==> src/rtl/fifo_rd_stream_if.sv <==
// Bundle between the FIFO read port, the drain stage and the
// downstream valid/ready stream consumer.
interface fifo_rd_stream_if #(
    parameter int WIDTH = 36,
    parameter int CNT_W = 32
);
    logic             fifo_empty;
    logic             fifo_ren;
    logic [WIDTH-1:0] fifo_rdata;
    logic             m_valid;
    logic             m_ready;
    logic [WIDTH-1:0] m_data;
    logic [1:0]       buf_level;
    logic [CNT_W-1:0] word_count;

    modport master (
        input  fifo_empty,
        input  fifo_rdata,
        input  m_ready,
        output fifo_ren,
        output m_valid,
        output m_data,
        output buf_level,
        output word_count
    );

    modport slave (
        output fifo_empty,
        output fifo_rdata,
        output m_ready,
        input  fifo_ren,
        input  m_valid,
        input  m_data,
        input  buf_level,
        input  word_count
    );
endinterface

==> src/rtl/fifo_rd_stream.sv <==
// Drains a 1-cycle-latency FIFO read port into a valid/ready stream
// through a 3-entry skid buffer; fifo_ren never looks at m_ready.
module fifo_rd_stream #(
    parameter int WIDTH = 36,
    parameter int CNT_W = 32
) (
    input logic               clk,
    input logic               rst,
    fifo_rd_stream_if.master  bus
);
    logic [WIDTH-1:0] mem [3];
    logic [1:0]       rd_ptr;
    logic [1:0]       wr_ptr;
    logic [1:0]       count;
    logic             inflight;
    logic [CNT_W-1:0] wcnt;
    logic             push;
    logic             pop;
    logic [WIDTH-1:0] head;

    function automatic logic [1:0] inc3(input logic [1:0] p);
        return (p == 2'd2) ? 2'd0 : p + 2'd1;
    endfunction

    assign push = inflight;
    assign pop  = (count != 2'd0) && bus.m_ready;

    // Issue a read only when a slot is guaranteed for the returning word.
    always_comb begin
        bus.fifo_ren = !bus.fifo_empty && !rst &&
                       (({1'b0, count} + {2'b00, inflight}) < 3'd3);
    end

    // Present the head entry straight from registered storage.
    always_comb begin
        head = mem[0];
        unique case (rd_ptr)
            2'd1:    head = mem[1];
            2'd2:    head = mem[2];
            default: head = mem[0];
        endcase
    end

    assign bus.m_valid    = (count != 2'd0);
    assign bus.m_data     = head;
    assign bus.buf_level  = count;
    assign bus.word_count = wcnt;

    // Skid buffer storage, pointers, occupancy and delivered-word counter.
    always_ff @(posedge clk or posedge rst) begin
        if (rst) begin
            mem[0]   <= '0;
            mem[1]   <= '0;
            mem[2]   <= '0;
            rd_ptr   <= 2'd0;
            wr_ptr   <= 2'd0;
            count    <= 2'd0;
            inflight <= 1'b0;
            wcnt     <= '0;
        end else begin
            inflight <= bus.fifo_ren;
            if (push) begin
                unique case (wr_ptr)
                    2'd1:    mem[1] <= bus.fifo_rdata;
                    2'd2:    mem[2] <= bus.fifo_rdata;
                    default: mem[0] <= bus.fifo_rdata;
                endcase
                wr_ptr <= inc3(wr_ptr);
            end
            if (pop) begin
                rd_ptr <= inc3(rd_ptr);
                wcnt   <= wcnt + CNT_W'(1);
            end
            count <= count + {1'b0, push} - {1'b0, pop};
        end
    end
endmodule

==> src/flat_wrapper.sv <==
// flat-port wrapper written by rule: the top's interface ports become plain ports
module fifo_rd_stream_flat 
#(
    parameter int WIDTH = 36,
    parameter int CNT_W = 32
)
  (clk, rst, bus_fifo_empty, bus_fifo_rdata, bus_m_ready, bus_fifo_ren, bus_m_valid, bus_m_data, bus_buf_level, bus_word_count);
  fifo_rd_stream_if #(.WIDTH(WIDTH), .CNT_W(CNT_W)) bus_i ();
  input logic clk;
  input logic rst;
  input wire logic [$bits(bus_i.fifo_empty)-1:0] bus_fifo_empty;
  input wire logic [$bits(bus_i.fifo_rdata)-1:0] bus_fifo_rdata;
  input wire logic [$bits(bus_i.m_ready)-1:0] bus_m_ready;
  output wire logic [$bits(bus_i.fifo_ren)-1:0] bus_fifo_ren;
  output wire logic [$bits(bus_i.m_valid)-1:0] bus_m_valid;
  output wire logic [$bits(bus_i.m_data)-1:0] bus_m_data;
  output wire logic [$bits(bus_i.buf_level)-1:0] bus_buf_level;
  output wire logic [$bits(bus_i.word_count)-1:0] bus_word_count;
  assign bus_i.fifo_empty = bus_fifo_empty;
  assign bus_i.fifo_rdata = bus_fifo_rdata;
  assign bus_i.m_ready = bus_m_ready;
  assign bus_fifo_ren = bus_i.fifo_ren;
  assign bus_m_valid = bus_i.m_valid;
  assign bus_m_data = bus_i.m_data;
  assign bus_buf_level = bus_i.buf_level;
  assign bus_word_count = bus_i.word_count;
  fifo_rd_stream #(.WIDTH(WIDTH), .CNT_W(CNT_W)) u_core (.clk(clk), .rst(rst), .bus(bus_i));
endmodule
==> config.mk <==
export PLATFORM = sky130hd
export DESIGN_NAME = fifo_rd_stream_flat
export DESIGN_NICKNAME = d
export VERILOG_FILES = /design/src/rtl/fifo_rd_stream_if.sv /design/src/rtl/fifo_rd_stream.sv /design/src/flat_wrapper.sv
export SDC_FILE = /design/constraint.sdc
export NUM_CORES = 1
export LEC_CHECK = 0
export ABC_CLOCK_PERIOD_IN_PS = 6410
export CORE_MARGIN = 5
export CORE_UTILIZATION = 50
export DETAILED_ROUTE_END_ITERATION = 8
export PLACE_DENSITY = 0.76
export SYNTH_ARGS = -nofsm -noshare
export SYNTH_HDL_FRONTEND = slang
export SYNTH_SLANG_ARGS = --single-unit
==> constraint.sdc <==
create_clock -name clk -period 6.41 [get_ports clk]
set_input_delay 0.9615 -clock clk [delete_from_list [all_inputs] [get_ports clk]]
set_output_delay 0.9615 -clock clk [all_outputs]
set_load 0.02 [all_outputs]
# Word level (Yosys, flattened, before mapping)
# Index checks and enable logic that the tools add are counted.
# totals
regBits	147
inputBits	40
output_inout_bits	72
wordCells	33
# op_classes
addsub	6
n_lt_le_gt_ge	1
n_eq_ne	4
n_mux	3
bitwise_logic	1
n_reduce_logical	10
# op_table
cell	n
case mux 36 bit (2 select lines)	1
adder 32 x 1 -> 32 bit (second input constant)	1
AND reduction 2 bit	3
adder 2 x 1 -> 2 bit (second input constant)	2
equality test 2 x 1 -> 1 bit (second input constant)	2
equality test 2 bit (second input constant)	2
2-to-1 mux 2 bit	2
adder 2 x 1 -> 3 bit	1
logical AND 1 bit	3
less-than comparator 3 x 2 -> 1 bit (second input constant)	1
adder 2 x 1 -> 2 bit	1
zero test 1 bit	2
nonzero test 2 bit	1
OR reduction 2 bit	1
subtractor 2 x 1 -> 2 bit	1
NOT 1 bit	1

# Depth between registers and ports, before layout
# Gate-level depths: netlist of run 1.
# logic_depth
word_depth	4
depth_mapped	7
ltp_nobuf	7

# Worst setup path before layout of run 1
# No wires, ideal clock.
# synth_path
path_kind	register -> output
from	reg u_core.count[0], in the netlist u_core.bus.buf_level[0]
to	out bus_fifo_ren
arrival_time_ns	2.172
required_ns	5.448
setup_slack_ns	3.276
path_stages_with_launch	4
path_buffers	0
path_cell_list	dfrtp_1 ha_1 ha_1 a2111oi_0
# synth_between
elab_chain_len	3
# synth_lines
item	line	rtl
start: declaration	fifo_rd_stream.sv:14	logic [1:0] count;
start signal: assignment	fifo_rd_stream.sv:74	count <= count + {1'b0, push} - {1'b0, pop};
adder 2 x 1 -> 3 bit	fifo_rd_stream.sv:31	(({1'b0, count} + {2'b00, inflight}) < 3'd3);
less-than comparator 3 x 2 -> 1 bit	fifo_rd_stream.sv:31	
logical AND 1 bit	fifo_rd_stream.sv:30	bus.fifo_ren = !bus.fifo_empty && !rst &&
end: declaration	flat_wrapper.sv:14	output wire logic [$bits(bus_i.fifo_ren)-1:0] bus_fifo_ren;
# No other way between the ends.

# Final worst setup path of run 1
# layout_path
from	reg u_core.rd_ptr[0]
to	out bus_m_data[6]
# layout_between
elab_chain_len	2
word_cells_on_any_way	3
classes_between	eq/ne (2); mux (1)
# layout_lines
item	line	rtl
start: declaration	fifo_rd_stream.sv:12	logic [1:0] rd_ptr;
start signal: assignment	fifo_rd_stream.sv:71	rd_ptr <= inc3(rd_ptr);
equality test 2 bit / equality test 2 x 1 -> 1 bit (equally long branches)	fifo_rd_stream.sv:37	unique case (rd_ptr)
case mux 36 bit (2 select lines) *	fifo_rd_stream.sv:37	
end: declaration	flat_wrapper.sv:16	output wire logic [$bits(bus_i.m_data)-1:0] bus_m_data;
# Every way passes the cells marked *; elsewhere a longest branch is shown, timed or not.

==> flow_summary.ini, run 1 <==
[power]
swShare_pct = 37.1
p_switching_mw = 1.80
powerDensity_mw_per_mm2 = 582
cellInternalPower_mw = 3.05
p_clk_share_pct = 20.1
p_leak_nw = 3.49
sequentialPowerShare_pct = 32.0
ir_worst_vdd_v = 0.000404
p_comb_share_pct = 47.9

[clocking]
cts_made_buffers = 17
tritoncts = built
cts_max_path_buffers = 2
hold_buffers = 0
clk_pin_slew_worst_paths_ns = 0.05
post_cts_resized = 0
cts_sinks = 147
htreeDepth = 4
clk_latency_ns = 0.42
post-cts-setup-buffers = 0
root_buffer = clkbuf_16

[synthesis]
synthArstFlopShare_pct = 100
syn-num-nets = 571
synthFlopType = dfrtp_1
ys_warn_count = 0
seq_area_frac_synth_pct = 56.4
synth_edf_count = 0
synth_seq_cells = 147
synth_area_per_cell_um2 = 12.6
ys_types = 31
netlist_area_mm2 = 0.00652
synthCells = 518

[placement]
dp_hpwl_um = 9170
dpl.cell_count = 773
io_buffer_count = 111
placed_area_mm2 = 0.00775
place_ws_ns = 2.70
gp_congestion = 0.785

[route]
drtIter0Drc = 325
route.detailed.drc = 0
vias_per_cell = 5.49
wl_per_cell_um = 17.8
drtAntennaViolNets = 0
routed_wl_um = 14300
num_vias = 4410
first_pass_iters = 5

[final_layout]
antenna_cells = 0
drive_above_1_share_pct = 24.2
fin_util_pct = 65.5
stdcell_count = 804
area_delta_synth_final_pct = 27.8
nNetsFinal = 673
finalInstanceArea_mm2 = 0.00834

[sta]
final_max_slew_viol_count = 0
final.setup.tns_ns = 0
worst_slack_ns = 2.39
clock_skew_ns = 0.00597
rsz0062_at_grt = false
max_freq_mhz = 249
period_minus_slack_ns = 4.02
period_share_pct = 62.6
hold_viol_final = 0
setup_violations = 0
worst_pin_slew_ns = 1.21
slew_headroom_pct = 18.5

[critical_path]
arrival_ns = 3.05
crit_type = flop to output pin
crit_buf_inv = 3
worstSetupStartpointType = flop
slowest_stage = ha_2
critPathRequiredTime_ns = 5.45
cp_max_fo = 38
cpPeakStageDelay_ns = 0.75
end_kind = output pin
crit_chain = inv_1 -> ha_2 -> buf_4 -> nor2_1 -> a21oi_1 -> clkdlybuf4s50_1
crit_family = buffers and inverters

[floorplan]
start_util_pct = 51.2
core_area_mm2 = 0.0127
ios = 112
die_w_um = 124
dieArea_mm2 = 0.0154
die_y_um = 124
rows = 41

[global_route]
grt_pass1_vias = 4673
track_usage_pct = 19.7
grt_pass1_wl_um = 23400
antenna_found_initial = 0
overflow = 0
grt_start_max_net_pins = 81

[outcome]
status = completed

[job]
drv_cap = 0

[worst_hold_path]
hold_path.class = flop to flop
metal layers:
metal | up-vias | track usage [%] | wire, µm
li1 | 2047 | - | -
met1 | 2242 | 25.6 | 6310
met2 | 108 | 32.8 | 7270
met3 | 13 | 5.27 | 625
met4 | 0 | 5.68 | 121
met5 | - | 0 | 0
final timing paths:
kind / from / cells after the start / slack (ns) / to
setup / recovery: u_core.rd_ptr[0]$_DFFE_PP0P_ / 6 / 2.39 / bus_m_data[6]
hold / removal: u_core.bus.word_count[31]$_DFFE_PP0P_ / 1 / 0.47 / u_core.bus.word_count[31]$_DFFE_PP0P_
setup reg to reg: u_core.bus.word_count[0]$_DFFE_PP0P_ / 5 / 4.09 / u_core.bus.word_count[26]$_DFFE_PP0P_
hold reg to reg: u_core.bus.word_count[31]$_DFFE_PP0P_ / 1 / 0.47 / u_core.bus.word_count[31]$_DFFE_PP0P_
max in group asynchronous: rst / 3 / 4.01 / u_core.bus.word_count[14]$_DFFE_PP0P_
min in group asynchronous: rst / 2 / 1.07 / u_core.mem[66]$_DFFE_PP0P_
area by class of cell:
type / count / area (µm²)
well taps: 172 / 215
multi-input cells: 332 / 2690
repair buffers: 114 / 1130
clock inverters: 9 / 104
fillers: 1031 / 4390
clock buffers: 22 / 484
inverters: 8 / 35.0
flip-flops and latches: 147 / 3680
cell families after synthesis:
kind of cell | synth area share, %
xor+xnor | 4.43
flops | 56.4
fa+ha+maj | 2.49
compound gates | 7.62
buf+inv | 2.67
simple gates | 7.71
mux | 18.7
placed cells by master, fill, tap and decap left out:
master and instances:
clkinvlp_4 2, inv_6 1, nand2_1 15, bufinv_16 2, nor4_4 1, or2_2 2
mux2_2 108, o21ai_0 4, a21oi_1 36, clkinv_1 1, o2111ai_1 1, nor2b_4 1
clkbuf_16 17, nand4_2 1, nor3_1 1, dfrtp_1 147, a2111oi_0 1, o21ai_2 1
clkinv_4 1, nor2_1 40, xor2_1 6, ha_2 2, clkinv_2 4, a22oi_1 36
and3_1 5, and4_1 6, nand4_1 12, nand3_1 10, clkbuf_8 4, clkdlybuf4s50_1 111
clkbuf_1 1, buf_4 3, xnor2_1 27, inv_1 6, and2_1 2, nor3_2 1
ha_1 11, nand2_2 2
flip-flops by register name (all words and copies together) (netlist names):
name and count:
u_core.rd_ptr 2, u_core.mem 108, u_core.wr_ptr 2, u_core.inflight 1, u_core.bus.word_count 32, u_core.bus.buf_level 2
metrics by stage:
stage / power, mW / hold WS [ns]
after global placement: 3.81 / 0.465
after global routing: 5.14 / 0.496
after CTS: 4.90 / 0.474
after detailed placement: 3.90 / 0.462
final: 4.85 / 0.472
after floorplan: 2.92 / 0.480
cell usage after synthesis, drive strengths merged (2+ instances only):
cell type | n | area share (%)
and4 | 6 | 0.81
nand4 | 13 | 1.3
nor2 | 40 | 2.3
inv | 7 | 0.40
a22oi | 36 | 4.1
clkbuf | 15 | 0.86
nor3 | 2 | 0.23
nand3 | 10 | 0.77
and3 | 5 | 0.48
xnor2 | 27 | 3.6
mux2 | 108 | 19
dfrtp | 147 | 56
a21oi | 36 | 2.8
or2 | 2 | 0.19
buf | 16 | 1.3
o21ai | 5 | 0.44
and2 | 2 | 0.19
ha | 13 | 2.5
xor2 | 6 | 0.81
nand2 | 17 | 0.98
power groups by stage:
stage	Combinational [mW]	Clock, mW	Sequential (mW)
after global placement	2.28	0	1.53
after global routing	2.50	1.04	1.60
final	2.32	0.976	1.55
after floorplan	1.40	0	1.53
after CTS	2.36	0.995	1.55
after detailed placement	2.33	0	1.56
(Power assumes the default switching activity.)
==> run 2: changes to the inputs <==
Settings changed: ABC_CLOCK_PERIOD_IN_PS 6410 to 3200, CORE_UTILIZATION 50 to 48.
Clock period 6.41 ns to 3.2 ns, I/O delays scaled along.
==> run 2 against run 1 <==
Net effect:
- clock-buffer cell count fell by 4
- clock power rose by 110%
- non-clock buffer count rose by 3
- sequential power is 100% higher
- combinational power is 110% higher
- register-to-register slack got worse by 2.9 ns
- first-iteration DRC count shrank 34%
- clock skew about the same
- hold slack got worse by 0.00073 ns
- critical path type unchanged
- largest power group unchanged
- highest routed layer unchanged
==> flow_summary.ini, run 2 (synthesis results as in run 1) <==
[critical_path]
arrival_ns = 2.57
crit_type = flop to output pin
worstSetupStartpointType = flop
end_kind = output pin
critPathRequiredTime_ns = 2.72
cp_max_fo = 64

[sta]
slew_headroom_pct = 33.0
setup_violations = 0
period_minus_slack_ns = 3.05
clock_skew_ns = 0.00614
final_max_slew_viol_count = 0
period_share_pct = 95.3
hold_viol_final = 0
rsz0062_at_grt = false
worst_pin_slew_ns = 1.00
final.setup.tns_ns = 0
max_freq_mhz = 328

[final_layout]
final_common_cell = dfrtp_1
drive_above_1_share_pct = 24.8
max_flop_register = u_core.mem
stdcell_count = 812
area_delta_synth_final_pct = 29.7
antenna_cells = 0
largest_register_ffs = 108
nNetsFinal = 676
mostFrequentLayoutCells = dfrtp_1, clkdlybuf4s50_1, mux2_2

[floorplan]
dieArea_mm2 = 0.0160
start_util_pct = 49.0
die_w_um = 127
rows = 42
core_area_mm2 = 0.0133
die_y_um = 127
ios = 112

[global_route]
grt_start_max_net_pins = 148
grt_pass1_wl_um = 24400
track_usage_pct = 18.9
antenna_found_initial = 0
overflow = 0
grt_pass1_vias = 4856

[route]
first_pass_iters = 4
drtAntennaViolNets = 0
num_vias = 4484
met3_wirelength_um = 879
wl_met1_um = 5930
routed_wl_um = 14500
route.detailed.drc = 0
dr_wl_met2_um = 7430
drtIter0Drc = 213
vias_per_cell = 5.52
wl_per_cell_um = 17.8
top_layer_used = met4

[clocking]
htreeDepth = 4
cts_made_buffers = 17
clk_pin_slew_worst_paths_ns = 0.06
cts_sinks = 147
cts_max_path_buffers = 2
tritoncts = built
clk_latency_ns = 0.42
root_buffer = clkbuf_16

[power]
swShare_pct = 36.7
ir_worst_vdd_v = 0.000798
powerDensity_mw_per_mm2 = 1170
p_leak_nw = 3.53
p_clk_share_pct = 20.7
sequentialPowerShare_pct = 31.4
p_switching_mw = 3.65
cellInternalPower_mw = 6.28
p_comb_share_pct = 47.9

[worst_hold_path]
hold_path.class = flop to flop

[placement]
dpl.cell_count = 780
io_buffer_count = 111
gp_congestion = 0.737
dp_hpwl_um = 9290

[outcome]
status = completed

[job]
drv_cap = 0
run 2: cell count changes in the layout (fill, tap and decap cells not counted), sizes merged:
cell,change
clkbuf,-4
inv,-1
clkinv,+1
clkinvlp,+3
buf,+3
bufinv,+2
run 2: worst paths after layout:
path	slack [ns]	start	cells past startpoint	endpoint
setup / recovery	0.15	u_core.rd_ptr[0]$_DFFE_PP0P_	6	bus_m_data[32]
hold / removal	0.47	u_core.bus.word_count[31]$_DFFE_PP0P_	1	u_core.bus.word_count[31]$_DFFE_PP0P_
setup reg to reg	1.16	u_core.bus.buf_level[1]$_DFF_PP0_	7	u_core.bus.buf_level[1]$_DFF_PP0_
hold reg to reg	0.47	u_core.bus.word_count[31]$_DFFE_PP0P_	1	u_core.bus.word_count[31]$_DFFE_PP0P_
max in group asynchronous	1.94	rst	3	u_core.mem[14]$_DFFE_PP0P_
min in group asynchronous	0.76	rst	3	u_core.bus.word_count[1]$_DFFE_PP0P_
run 2: metal layers:
| layer | GRT usage (%) | vias up |
|---|---|---|
| met2 | 33.0 | 130 |
| met4 | 6.56 | 0 |
| met3 | 5.21 | 20 |
| met5 | 0 | - |
| li1 | - | 2059 |
| met1 | 22.5 | 2275 |
run 2: per-stage QoR:
step / util (%) / total power [mW] / hold slack (ns) / worst slack [ns] / area [µm²]
global route: 63.6 / 10.5 / 0.512 / 0.0542 / 8460
detailed placement: 58.9 / 7.93 / 0.475 / 0.498 / 7840
finish: 63.6 / 9.93 / 0.471 / 0.150 / 8460
CTS: 63.6 / 10.0 / 0.483 / 0.0601 / 8450
global placement: 58.9 / 7.73 / 0.466 / 0.593 / 7840
floorplan: - / 5.86 / 0.480 / 0.548 / 6520
run 2: repair_timing:
| item | CTS | global route |
|---|---|---|
| resized for setup | 0 | 2 |
| hold buffers | 0 | 0 |
| setup endpoints to repair | 0 | 1 |
| buffers inserted | 0 | 0 |
run 2: power groups by stage:
stage                     registers (mW)  logic, mW  clock network (mW)
after global placement              3.06       4.66                   0
after CTS                           3.12       4.83                2.10
after detailed placement            3.14       4.79                   0
after global routing                3.22       5.14                2.18
after floorplan                     3.06       2.80                   0
final                               3.12       4.76                2.05
run 2: final cells by class:
type	instances	area, µm²
Clock buffer	18	429
Inverter	8	33.8
Clock inverter	14	188
Timing Repair Buffer	117	1220
Fill cell	1040	4840
Tap cell	176	220
Sequential cell	147	3680
Multi-Input combinational cell	332	2690
run 2: critical path, stage by stage (launching register included):
cell and delay [ns]:
dfrtp_1 0.38, inv_1 0.09, ha_2 0.45, buf_12 0.30, nor2_1 0.07, a21oi_1 0.18
clkdlybuf4s50_1 0.67
==> run 3: changes to the inputs <==
Settings changed: ABC_AREA set to 1, CORE_ASPECT_RATIO set to 0.6, TNS_END_PERCENT set to 50.
==> run 3 against run 2 <==
Net effect:
- first-iteration DRC count is 130% higher
- via count is 27% higher
- sequential share of layout area is 1.6 points lower
- cell count is 38% higher
- routed wire length is 16% higher
- synthesized cell count is 57% higher
- setup slack better by 0.0043 ns
- flip-flop and latch count stayed put
- clock-buffer cell count is 1 higher
- critical path type unchanged
- critical endpoint is now bus_fifo_ren
- largest cell class unchanged
==> flow_summary.ini, run 3 <==
[synthesis]
netlist_area_mm2 = 0.00683
ys_types = 24
synth_top_area_share_pct = 53.8
syn-num-nets = 866
synth_area_leaders = dfrtp_1, nand2_1, o21ai_0
synth.largest_area_cell = dfrtp_1
seq_area_frac_synth_pct = 53.8
synth_most_common_cell = nand2_1
synthArstFlopShare_pct = 100
synthCells = 813
synth_seq_cells = 147
ys_warn_count = 0
synthFlopType = dfrtp_1
synth_edf_count = 0
synth_area_per_cell_um2 = 8.41
ys_top_cells_by_count = nand2_1, dfrtp_1, o21ai_0

[final_layout]
nNetsFinal = 970
fin_util_pct = 63.7
largest_register_ffs = 108
area_delta_synth_final_pct = 28.6
max_flop_register = u_core.mem
mostFrequentLayoutCells = nand2_1, dfrtp_1, o21ai_0
final_common_cell = nand2_1
antenna_cells = 0
drive_above_1_share_pct = 7.42
fill_cells = 1215
finalInstanceArea_mm2 = 0.00879

[sta]
final.setup.tns_ns = 0
final_max_slew_viol_count = 0
rsz0062_at_grt = false
hold_viol_final = 0
worst_pin_slew_ns = 0.744
period_share_pct = 95.2
slew_headroom_pct = 50.2
max_freq_mhz = 328
clock_skew_ns = 0.0122
period_minus_slack_ns = 3.05
setup_violations = 0

[power]
powerDensity_mw_per_mm2 = 1100
p_leak_nw = 4.03
ir_worst_vdd_v = 0.000662

[critical_path]
crit_type = flop to output pin
worstSetupStartpointType = flop
reg2reg_depth = 7
critPathRequiredTime_ns = 2.72
arrival_ns = 2.57
end_kind = output pin
cp_max_fo = 9

[clocking]
cts_sinks = 147
cts_max_path_buffers = 2
clk_pin_slew_worst_paths_ns = 0.06
tritoncts = built
htreeDepth = 4
clk_latency_ns = 0.41
cts_made_buffers = 17
root_buffer = clkbuf_16
hold_buffers = 0

[global_route]
track_usage_pct = 20.8
use_met3_pct = 3.99
grt_use_met2_pct = 30.8
grt_pass1_wl_um = 27800
grt.met1_usage_pct = 31.5
grt_pass1_vias = 5440
grt_most_used_layer = met1
antenna_found_initial = 0
overflow = 0
grt_start_max_net_pins = 73

[floorplan]
rows = 33
die_y_um = 102
dieArea_mm2 = 0.0168
core_area_mm2 = 0.0138
ios = 112
start_util_pct = 49.6
die_w_um = 164

[placement]
placed_area_mm2 = 0.00819
gp_congestion = 0.872
dp_hpwl_um = 11400
io_buffer_count = 111

[worst_hold_path]
min_delay_path_depth = 2
hold_path.class = flop to flop

[outcome]
status = completed

[job]
drv_cap = 0

[route]
route.detailed.drc = 0
wl_per_cell_um = 15.0
num_vias = 5691
vias_per_cell = 5.07
routed_wl_um = 16800
first_pass_iters = 5
drtIter0Drc = 500
drtAntennaViolNets = 0
## run 3: changes by cell type after synthesis, moves of 8 or more
cell      previous run  this run
nand2_1             17       267
mux2_2             108         0
o21ai_0              4       112
inv_1                7        65
a21oi_1             36         0
a22oi_1             36         0
a31oi_1              0        36
nor2_1              40        62
clkbuf_1            15        34
xnor2_1             27        13
nand3b_1             0        10
nor2_4               0        10
buf_2               13         5
## run 3: report_power, final
group	switching, mW	internal (mW)
Clock	0.799	1.18
Combinational	2.63	1.98
Sequential	0.469	2.62
Total	3.90	5.79
## run 3: cell type report
cell class | instances | area (µm²) | share of cell area, %
clock buffer | 19 | 443 | 5.04
sequential | 147 | 3680 | 41.9
clock inverter | 13 | 149 | 1.69
tap | 192 | 240 | 2.73
timing repair buffer | 124 | 1260 | 14.3
multi-input combinational | 562 | 2770 | 31.5
inverter | 65 | 248 | 2.82
## run 3: final timing paths
kind                                               from                                    end  slack (ns)
setup / recovery              u_core.inflight$_DFF_PP0_                           bus_fifo_ren        0.15
hold / removal              u_core.mem[102]$_DFFE_PP0P_            u_core.mem[102]$_DFFE_PP0P_        0.48
setup reg to reg           u_core.wr_ptr[0]$_DFFE_PP0P_             u_core.mem[75]$_DFFE_PP0P_        1.16
hold reg to reg             u_core.mem[102]$_DFFE_PP0P_            u_core.mem[102]$_DFFE_PP0P_        0.48
max in group asynchronous                           rst             u_core.mem[42]$_DFFE_PP0P_        1.96
min in group asynchronous                           rst  u_core.bus.word_count[26]$_DFFE_PP0P_        0.52
## run 3: through the flow
stage               hold WS (ns)  setup slack (ns)  cells  power [mW]
CTS                        0.489            0.0161   1122        9.76
global placement           0.466             0.466   1090        7.62
global route               0.507            0.0120   1122        10.4
finish                     0.485             0.154   1122        9.69
floorplan                  0.453             0.555    813        5.71
detailed placement         0.473             0.470   1090        7.73
## run 3: kinds of logic (layout without fill, tap and decap cells)
| logic type | after synthesis | count (layout) | share of synthesized area (%) |
|---|---|---|---|
| AND/OR/NAND/NOR | 378 | 378 | 23.6 |
| AO/OA/AOI/OAI | 151 | 151 | 11.8 |
| flip-flops | 147 | 147 | 53.8 |
| buffers and inverters | 104 | 221 | 5.80 |
| XOR/XNOR | 20 | 20 | 2.56 |
| adder cells (fa/ha/maj) | 13 | 13 | 2.38 |
## run 3: layer usage
layer | part of all wire, % | routed length, µm
met1 | 50 | 8470
met2 | 43 | 7240
met5 | 0 | 0
met4 | 0.78 | 131
met3 | 5.7 | 959
## run 3: critical path, stage by stage, from the launching register on
cell	delay, ns
dfrtp_1	0.50
ha_1	0.24
ha_1	0.26
a2111oi_1	0.45
clkdlybuf4s50_1	0.71
## run 3: what timing repair did
action | 4_1_cts | 5_1_grt
resized for setup | 0 | 2
endpoints found under the setup margin | 0 | 6
setup buffers | 0 | 0
